$ cat src/rtl/shift_pulse_ctrl.sv
// shift_pulse_ctrl: sequencer for the shift-right LED bar. It issues one
// Reconfigure pulse to refill the bar, then a Shift_right pulse every
// TICK_DIV+1 cycles until the bar reports LED_timeout or stop is seen.
// Optional feature macro: SHIFT_PAUSE_EN (adds the pause input, which
// freezes the interval divider while in WAIT).
module shift_pulse_ctrl #(
  parameter int unsigned TICK_DIV = 50000000,
  parameter int unsigned CNT_W    = 26
) (
  input  logic       clk,
  input  logic       rst,
  input  logic       start,
  input  logic       stop,
  input  logic       LED_timeout,
`ifdef SHIFT_PAUSE_EN
  input  logic       pause,
`endif
  output logic       Reconfigure,
  output logic       Shift_right,
  output logic       busy,
  output logic       done,
  output logic [3:0] shift_count
);

  typedef enum logic [2:0] {
    ST_IDLE    = 3'd0,
    ST_RECONF  = 3'd1,
    ST_WAIT    = 3'd2,
    ST_PULSE   = 3'd3,
    ST_TIMEOUT = 3'd4
  } state_t;

  localparam logic [CNT_W-1:0] DIV_ZERO = {CNT_W{1'b0}};
  localparam logic [CNT_W-1:0] DIV_ONE  = CNT_W'(1);
  localparam logic [CNT_W-1:0] DIV_LAST = CNT_W'(TICK_DIV - 1);
  localparam logic [3:0]       CNT_MAX  = 4'd15;

  state_t           state_r;
  state_t           state_s;
  logic [CNT_W-1:0] div_r;
  logic [CNT_W-1:0] div_s;
  logic [3:0]       count_s;
  logic             done_s;
  logic             pause_s;

`ifdef SHIFT_PAUSE_EN
  assign pause_s = pause;
`else
  assign pause_s = 1'b0;
`endif

  // Next-state, divider, pulse counter and done-flag decisions.
  always_comb begin
    state_s = state_r;
    div_s   = div_r;
    count_s = shift_count;
    done_s  = done;
    case (state_r)
      ST_IDLE: begin
        if (stop) begin
          state_s = ST_IDLE;
        end else if (start) begin
          state_s = ST_RECONF;
          div_s   = DIV_ZERO;
          count_s = 4'd0;
          done_s  = 1'b0;
        end else begin
          state_s = ST_IDLE;
        end
      end
      ST_RECONF: begin
        div_s = DIV_ZERO;
        if (stop) begin
          state_s = ST_IDLE;
        end else begin
          state_s = ST_WAIT;
        end
      end
      ST_WAIT: begin
        if (stop) begin
          state_s = ST_IDLE;
          div_s   = DIV_ZERO;
        end else if (LED_timeout) begin
          // The bar has drained: timeout wins over a coincident tick.
          state_s = ST_TIMEOUT;
          div_s   = DIV_ZERO;
          done_s  = 1'b1;
        end else if (pause_s) begin
          div_s = div_r;
        end else if (div_r == DIV_LAST) begin
          state_s = ST_PULSE;
          div_s   = DIV_ZERO;
        end else begin
          div_s = div_r + DIV_ONE;
        end
      end
      ST_PULSE: begin
        // The pulse of this cycle is counted even when stop aborts the session.
        if (shift_count != CNT_MAX) begin
          count_s = shift_count + 4'd1;
        end else begin
          count_s = shift_count;
        end
        if (stop) begin
          state_s = ST_IDLE;
        end else begin
          state_s = ST_WAIT;
        end
      end
      ST_TIMEOUT: begin
        state_s = ST_IDLE;
      end
      default: begin
        state_s = ST_IDLE;
        div_s   = DIV_ZERO;
      end
    endcase
  end

  // State, divider and registered Moore outputs (decoded from next state).
  always_ff @(posedge clk) begin
    if (!rst) begin
      state_r     <= ST_IDLE;
      div_r       <= DIV_ZERO;
      shift_count <= 4'd0;
      done        <= 1'b0;
      Reconfigure <= 1'b0;
      Shift_right <= 1'b0;
      busy        <= 1'b0;
    end else begin
      state_r     <= state_s;
      div_r       <= div_s;
      shift_count <= count_s;
      done        <= done_s;
      Reconfigure <= (state_s == ST_RECONF);
      Shift_right <= (state_s == ST_PULSE);
      busy        <= (state_s == ST_RECONF) || (state_s == ST_WAIT) ||
                     (state_s == ST_PULSE);
    end
  end

endmodule

$ cat config.mk
export PLATFORM = sky130hd
export DESIGN_NAME = shift_pulse_ctrl
export DESIGN_NICKNAME = d
export VERILOG_FILES = /design/src/rtl/shift_pulse_ctrl.sv
export SDC_FILE = /design/constraint.sdc
export NUM_CORES = 1
export LEC_CHECK = 0
export ABC_AREA = 1
export CORE_MARGIN = 1
export CORE_UTILIZATION = 40
export CTS_CLUSTER_SIZE = 24
export DETAILED_ROUTE_END_ITERATION = 16
export GPL_TIMING_DRIVEN = 0
export PLACE_DENSITY_LB_ADDON = 0.1
export SYNTH_ARGS = -nofsm -noshare
export SYNTH_HDL_FRONTEND = slang
export SYNTH_SLANG_ARGS = --single-unit
$ cat constraint.sdc
create_clock -name clk -period 1.7 [get_ports clk]
set_input_delay 0.34 -clock clk [delete_from_list [all_inputs] [get_ports clk]]
set_output_delay 0.34 -clock clk [all_outputs]
set_load 0.005 [all_outputs]
==> results_tabular.tex <==
\begin{tabular}{lr}
\hline
Metric & Value \\
\hline
\multicolumn{2}{l}{\textbf{Power}} \\
\quad Final Total Pwr & 1.72 mW \\
\quad Net switching power of the design & 417 uW \\
\quad Sequential cell fraction of total power & 51.7\% \\
\quad Leakage component of the power & 0.969 nW \\
\quad Switching power share of the total & 24.2\% \\
\quad Power Density & 687 nW/um2 \\
\quad Worst-case vdd ir drop & 0.351 mV \\
\quad Power Internal & 1.31 mW \\
\quad Part of the power in the clock network & 39.2\% \\
\quad Combinational cell fraction of total power & 9.1\% \\
\multicolumn{2}{l}{\textbf{CTS}} \\
\quad Clock H-tree levels & 2 \\
\quad TritonCTS clock tree & done \\
\quad \# clock sinks & 37 \\
\quad CTS root buf & sky130\_fd\_sc\_hd\_\_clkbuf\_8 \\
\quad Number of clock buffers inserted by TritonCTS & 5 \\
\quad Clock latency reported for the late side of the worst-skew pair & 0.28 ns \\
\quad Clk buf depth & 2 \\
\quad Post-CTS Hold Buffers & 0 \\
\quad Clock edge transition at the registers on the reported setup and hold paths & 0.07 ns \\
\multicolumn{2}{l}{\textbf{Yosys}} \\
\quad Top-area cell type share of the netlist area & 35.2\% \\
\quad Post-synth ARST share & 0\% \\
\quad Distinct cell type count of the synthesized netlist & 31 \\
\quad Leading post-synthesis cells by instance count & 53 x sky130\_fd\_sc\_hd\_\_nand2\_1, 53 x sky130\_fd\_sc\_hd\_\_nor2\_1, 48 x sky130\_fd\_sc\_hd\_\_inv\_1, 37 x sky130\_fd\_sc\_hd\_\_dfxtp\_1, 33 x sky130\_fd\_sc\_hd\_\_nand3\_1 \\
\quad Synth area leaders & sky130\_fd\_sc\_hd\_\_dfxtp\_1 35\%, sky130\_fd\_sc\_hd\_\_nand2\_1 9.4\%, sky130\_fd\_sc\_hd\_\_nor2\_1 9.4\%, sky130\_fd\_sc\_hd\_\_inv\_1 8.6\%, sky130\_fd\_sc\_hd\_\_nand3\_1 7.8\% \\
\quad Syn nets & 326 \\
\quad Proportion of synthesized chip area in sequential cells & 35.2\% \\
\quad Post-synth design cell area & 2110 um2 \\
\quad Syn Inst Count & 319 \\
\quad Yosys synthesis warning count & 0 \\
\quad Yosys reg bits & 37 \\
\quad Number of enable-type register cells in the synthesized netlist & 0 \\
\quad Mapped Avg Cell Area & 6.61 um2 \\
\quad Top cell type by total area after synthesis & sky130\_fd\_sc\_hd\_\_dfxtp\_1 \\
\quad Ys flop type & sky130\_fd\_sc\_hd\_\_dfxtp\_1 \\
\multicolumn{2}{l}{\textbf{Placed design}} \\
\quad \# port buffers & 12 \\
\quad Final HPWL from detailed placement & 3.83 mm \\
\quad Minimum setup slack after placement & -0.343 ns \\
\quad Placed Area & 2310 um2 \\
\quad Post-placement cell count & 401 \\
\quad RePlAce Congestion & 0.916 \\
\multicolumn{2}{l}{\textbf{Global route}} \\
\quad Wire length of the first global-routing pass & 8.72 mm \\
\quad Gr ovfl total & 0 \\
\quad Overall track demand over capacity in global routing & 20.7\% \\
\quad Maximum number of pins on one net before global-route repair & 12 \\
\quad Number of antenna violations at the first check in global routing & 0 \\
\quad Via count of the first global-routing pass & 1904 \\
\multicolumn{2}{l}{\textbf{Setup path}} \\
\quad Crit Path Category & register to register \\
\quad Endpoint required time on the critical path & 1.88 ns \\
\quad Biggest fanout along the worst timing path & 10 \\
\quad Critical Path End Type & register \\
\quad Reg-to-reg startpoint & div\_r[14]\$\_SDFFE\_PN0P\_ \\
\quad Startpoint kind of the worst setup timing path & register \\
\quad Capturing point of the worst reg2reg path & div\_r[4]\$\_SDFFE\_PN0P\_ \\
\quad Worst Setup SP & div\_r[14]\$\_SDFFE\_PN0P\_ \\
\quad Arrival time of the worst setup path & 1.78 ns \\
\quad Internal reg-to-reg setup slack & 0.1 ns \\
\quad Number of cells on the worst reg-to-reg path & 10 \\
\multicolumn{2}{l}{\textbf{Detailed routing}} \\
\quad DR iter-0 viols & 105 \\
\quad Per-cell routed wire length & 12.3 um \\
\quad Length of the first detailed-routing pass in iterations & 4 \\
\quad Number of routed nets with antenna violations & 0 \\
\quad Total wirelength of the detailed-routed design & 5.03 mm \\
\quad Vias after detailed routing & 2005 \\
\quad Per-cell via count in the routed design & 4.89 \\
\quad Final routed DRC violation total & 0 \\
\multicolumn{2}{l}{\textbf{Final layout}} \\
\quad Number of fillers in the final layout & 562 \\
\quad Layout cells sized above 1 & 17.6\% \\
\quad Final Util & 49.4\% \\
\quad Final design area excluding fillers & 2510 um2 \\
\quad Final net count & 346 \\
\quad Area of all sequential standard cells & 749 um2 \\
\quad Final std cells w/o fill & 410 \\
\quad Number of antenna repair diodes & 0 \\
\quad Growth of design area from synthesis to finish & 19.0\% \\
\quad Area taken by multi-input logic gates & 1200 um2 \\
\multicolumn{2}{l}{\textbf{Timing}} \\
\quad \# setup viols final & 0 \\
\quad Final setup skew & 0.00261 ns \\
\quad Final period util & 94.2\% \\
\quad Highest clock rate & 624 MHz \\
\quad Hold Slack & 0.443 ns \\
\quad Total Negative Setup Slacks & 0 ns \\
\quad Hold Violations, Final & 0 \\
\quad Pins Over Slew Limit & 0 \\
\quad Clock period minus final worst setup slack & 1.60 ns \\
\quad Fin worst setup slack & 0.0983 ns \\
\quad Worst slew slack as a fraction of its limit & 67.8\% \\
\quad Actual slew at the worst max-slew pin & 0.479 ns \\
\multicolumn{2}{l}{\textbf{Floorplan}} \\
\quad Std-Cell Rows & 26 \\
\quad Core Footprint & 5070 um2 \\
\quad Full die area & 5560 um2 \\
\quad Chip height & 74.6 um \\
\quad Effective utilization at floorplan & 41.5\% \\
\quad DIE WIDTH & 74.6 um \\
\quad Number of top-level pins & 13 \\
\multicolumn{2}{l}{\textbf{Min path}} \\
\quad Launch instance of the worst min-delay path & stop \\
\quad Cell depth of the worst hold path & 4 \\
\quad HP Class & input port to register \\
\quad Endpoint of the worst hold path & div\_r[16]\$\_SDFFE\_PN0P\_ \\
\multicolumn{2}{l}{\textbf{Run}} \\
\quad Max Cap Violations & 0 \\
\multicolumn{2}{l}{\textbf{Outcome}} \\
\quad Result of the run & completed \\
\hline
\end{tabular}
-- worst max-delay path by stage --
stage	end	slack (ns)
6_report	div_r[4]$_SDFFE_PN0P_	0.1
4_1_cts	div_r[8]$_SDFFE_PN0P_	0.004
3_3_place_gp	div_r[0]$_SDFFE_PN0P_	-0.35
3_5_place_dp	div_r[10]$_SDFFE_PN0P_	-0.34
2_1_floorplan	div_r[11]$_SDFFE_PN0P_	0.20
5_1_grt	div_r[17]$_SDFFE_PN0P_	-0.004
-- placed cells by master (no fill, tap or decap), drive strengths merged --
master,n
o211ai,1
nor2,69
nor3,19
clkinv,1
clkbuf,9
nand2,59
or2,1
o21ai,10
nand3,36
dfxtp,37
o22ai,1
dlymetal6s2s,1
inv,54
a21oi,9
nor4,1
buf,2
xnor2,1
ha,2
xor2,4
clkdlybuf4s50,11
o21bai,1
nand3b,2
nand4,6
and3,1
a31oi,2
-- cell families (layout without fill, tap and decap cells) --
group           Yosys count  after routing  synth area share, %
xor+xnor                  5              5                 2.08
buf+inv                  57             78                 11.0
flops                    37             37                 35.2
simple gates            194            194                 44.5
fa+ha+maj                 2              2                 1.19
compound gates           24             24                 6.12
-- routing by layer --
layer | share of wire (%) | vias up | track usage (%) | wire (um)
met3 | 3.8 | 7 | 3.66 | 192
met4 | 1.1 | 0 | 5.03 | 53
met5 | 0 | - | 0 | 0
li1 | - | 1050 | - | -
met2 | 48 | 35 | 35.5 | 2400
met1 | 47 | 913 | 26.9 | 2380
-- worst max-delay path, cell delays in order (launching register included) --
cell	delay, ns
sky130_fd_sc_hd__dfxtp_1	0.38
sky130_fd_sc_hd__nand2_1	0.11
sky130_fd_sc_hd__nor2_2	0.18
sky130_fd_sc_hd__nand2_1	0.08
sky130_fd_sc_hd__nor2_2	0.13
sky130_fd_sc_hd__nand2_2	0.09
sky130_fd_sc_hd__nand2_4	0.12
sky130_fd_sc_hd__nand2_8	0.10
sky130_fd_sc_hd__nand2_8	0.11
sky130_fd_sc_hd__buf_12	0.15
sky130_fd_sc_hd__nor2_2	0.03
-- final cells by class --
type / instances / share of cell area (%)
multi-input combinational: 225 / 47.9
sequential: 37 / 29.9
inverter: 54 / 8.28
timing repair buffer: 13 / 5.19
clock buffer: 7 / 3.84
tap: 70 / 3.49
buffer: 3 / 1.25
clock inverter: 1 / 0.200
-- power groups by stage --
| stage | clock, mW | sequential [mW] | combinational [mW] |
|---|---|---|---|
| final | 0.676 | 0.891 | 0.156 |
| after global placement | 0 | 0.908 | 0.145 |
| after global routing | 0.725 | 0.892 | 0.175 |
| after detailed placement | 0 | 0.908 | 0.146 |
| after floorplan | 0 | 0.908 | 0.0923 |
| after CTS | 0.698 | 0.889 | 0.155 |
-- state kept, by name, indices dropped and copies added (netlist names) --
register     cells
Reconfigure      1
Shift_right      1
busy             1
div_r           26
done             1
shift_count      4
state_r          3
-- what timing repair did --
item / CTS / global route
buffers inserted: 0 / 1
endpoints found under the setup margin: 10 / 23
endpoints found under the hold margin: 0 / 0
pin swaps: 0 / 4
resized for setup: 6 / 18
(Power assumes the default switching activity.)
==> RTL change: new RTL, same settings <==
Add a define of `SHIFT_PAUSE_EN`.
--- a/src/rtl/shift_pulse_ctrl.sv
+++ b/src/rtl/shift_pulse_ctrl.sv
@@ -3,6 +3,8 @@
 // TICK_DIV+1 cycles until the bar reports LED_timeout or stop is seen.
 // Optional feature macro: SHIFT_PAUSE_EN (adds the pause input, which
 // freezes the interval divider while in WAIT).
+`define SHIFT_PAUSE_EN
+
 module shift_pulse_ctrl #(
   parameter int unsigned TICK_DIV = 50000000,
   parameter int unsigned CNT_W    = 26
Interface: changed (added pause); port bits go from 13 to 14. No check against the original RTL was run, so the function may have changed too.
==> RTL change against the original RTL <==
  * Total power up 9.6%
  * First-iteration DRC count down 20%
  * Global-route usage fell by 2.1 points
  * Non-clock buffer count rose by 5
  * Design area rose by 7.6%
  * Wire length increased by 0.76%
  * Critical path type unchanged
  * Largest power group unchanged
  * Area after synthesis up 6.5%
  * Sequential cell count did not move
  * Worst setup slack improved by 0.0067 ns
==> RTL change: results (changes against the original RTL) <==
cell with the largest stage delay on the worst path sky130_fd_sc_hd__dfxtp_2; f_max 627 MHz (+0.42%); static leakage 1.11 nW (+15%); number of unique standard cell types used by synthesis 34 (+9.7%); share of the yosys chip area belonging to registers 33.0% (-2.1 points); Nets 370 (+6.9%); register-to-register setup slack 0.10 ns; met2 routing resource usage after global routing 31.5% (-4.0 points); global-route wire length before repair 8.71 mm (about the same); Post-Synthesis Net Count 345 (+5.8%); drt first-iter violations 84 (-20%); r2r startpoint div_r[1]; main area contributors after synthesis sky130_fd_sc_hd__dfxtp_1 33%, sky130_fd_sc_hd__nand2_1 14%, sky130_fd_sc_hd__nor2_1 8.0%; setup slack after placement -0.327 ns (+0.0161 ns); Routed wire per std cell 11.7 µm (-4.6%); vias in the first global route 1,936 (+1.7%); Clock Skews 0.00512 ns (+0.00251 ns); vias 2,070 (+3.2%); peak supply drop 0.474 mV (+35%); HPWL after detailed placement 3.72 mm (-2.9%); global routing usage on met3 3.69% (+0.032 points); total of fill cells in the finished design 554 (-1.4%); worst-case reg-to-reg path depth 13 (+3); Post-synth top cells 84 x sky130_fd_sc_hd__nand2_1, 48 x sky130_fd_sc_hd__nor2_1, 45 x sky130_fd_sc_hd__inv_1; all-layer global routing usage 18.7% (-2.1 points); Switching Share 24.0% (-0.15 points); worst hold margin 0.348 ns (-0.0957 ns); Placement Cell Area 0.00245 mm² (+5.9%); delay contributed by the slowest stage of the critical path 0.36 ns (-0.02 ns); pin count of the biggest net entering global routing 13 (+1); initial antenna violation count 0 (unchanged); fraction of final layout cells with drive strength greater than 1 21.5% (+3.8 points); transition at the pin with the smallest max-transition slack 0.292 ns (-0.187 ns); outcome complete, no violations
[RTL change: power by group through the flow]
stage / Sequential, W / Clock, W / Combinational, W
after floorplan: 0.000906 / 0 / 0.000125
after global placement: 0.000907 / 0 / 0.000182
after detailed placement: 0.000907 / 0 / 0.000181
after CTS: 0.000887 / 0.000831 / 0.000184
after global routing: 0.000890 / 0.000867 / 0.000214
final: 0.000888 / 0.000805 / 0.000196
[RTL change: metrics by stage]
| stage | setup TNS [ns] | cells | util (%) |
|---|---|---|---|
| after global placement | -6.21 | 419 | 46.8 |
| after global routing | -0.0254 | 433 | 51.5 |
| after detailed placement | -6.33 | 419 | 46.8 |
| after CTS | 0 | 429 | 49.5 |
| after floorplan | 0 | 337 | - |
| final | 0 | 433 | 51.5 |
[RTL change: kinds of logic after synthesis]
logic type                 Yosys count  synth area share (%)
adders and majority gates            2                  1.12
AOI/OAI and AO/OA                   22                  6.02
xor gates and xnor gates             1                 0.390
DFF                                 37                  33.0
and+or+nand+nor                    220                  48.4
buffers and inverters               55                  11.1
[RTL change: how the worst min path moves through the flow]
stage / startpoint / cells after the start / to
2_1_floorplan: div_r[1] / 2 / div_r[1]
3_3_place_gp: done / 2 / done
3_5_place_dp: done / 2 / done
4_1_cts: rst / 3 / busy
5_1_grt: rst / 3 / busy
6_report: rst / 3 / busy
[RTL change: worst min-delay path, stage by stage]
cell	delay [ns]
sky130_fd_sc_hd__buf_4	0.16
sky130_fd_sc_hd__nand2_1	0.07
sky130_fd_sc_hd__inv_1	0.04
[RTL change: repair_timing]
item	4_1_cts	5_1_grt
cloned	0	1
pin swaps	2	15
resized for setup	4	20
setup buffers	2	3
endpoints found under the setup margin	11	25
[RTL change: area by class of cell]
cell class / instances / area share [%]
multi-input cells: 246 / 49.0
flip-flops and latches: 37 / 27.7
inverters: 51 / 7.37
repair buffers: 17 / 6.12
well taps: 70 / 3.25
clock buffers: 6 / 3.06
plain buffers: 4 / 2.13
clock inverters: 2 / 1.39
[RTL change: layer usage]
metal	routed length [µm]	part of all wire, %	vias up
li1	-	-	1110
met1	2510	50	914
met2	2270	45	35
met3	192	3.8	11
met4	92	1.8	0
met5	0	0	-
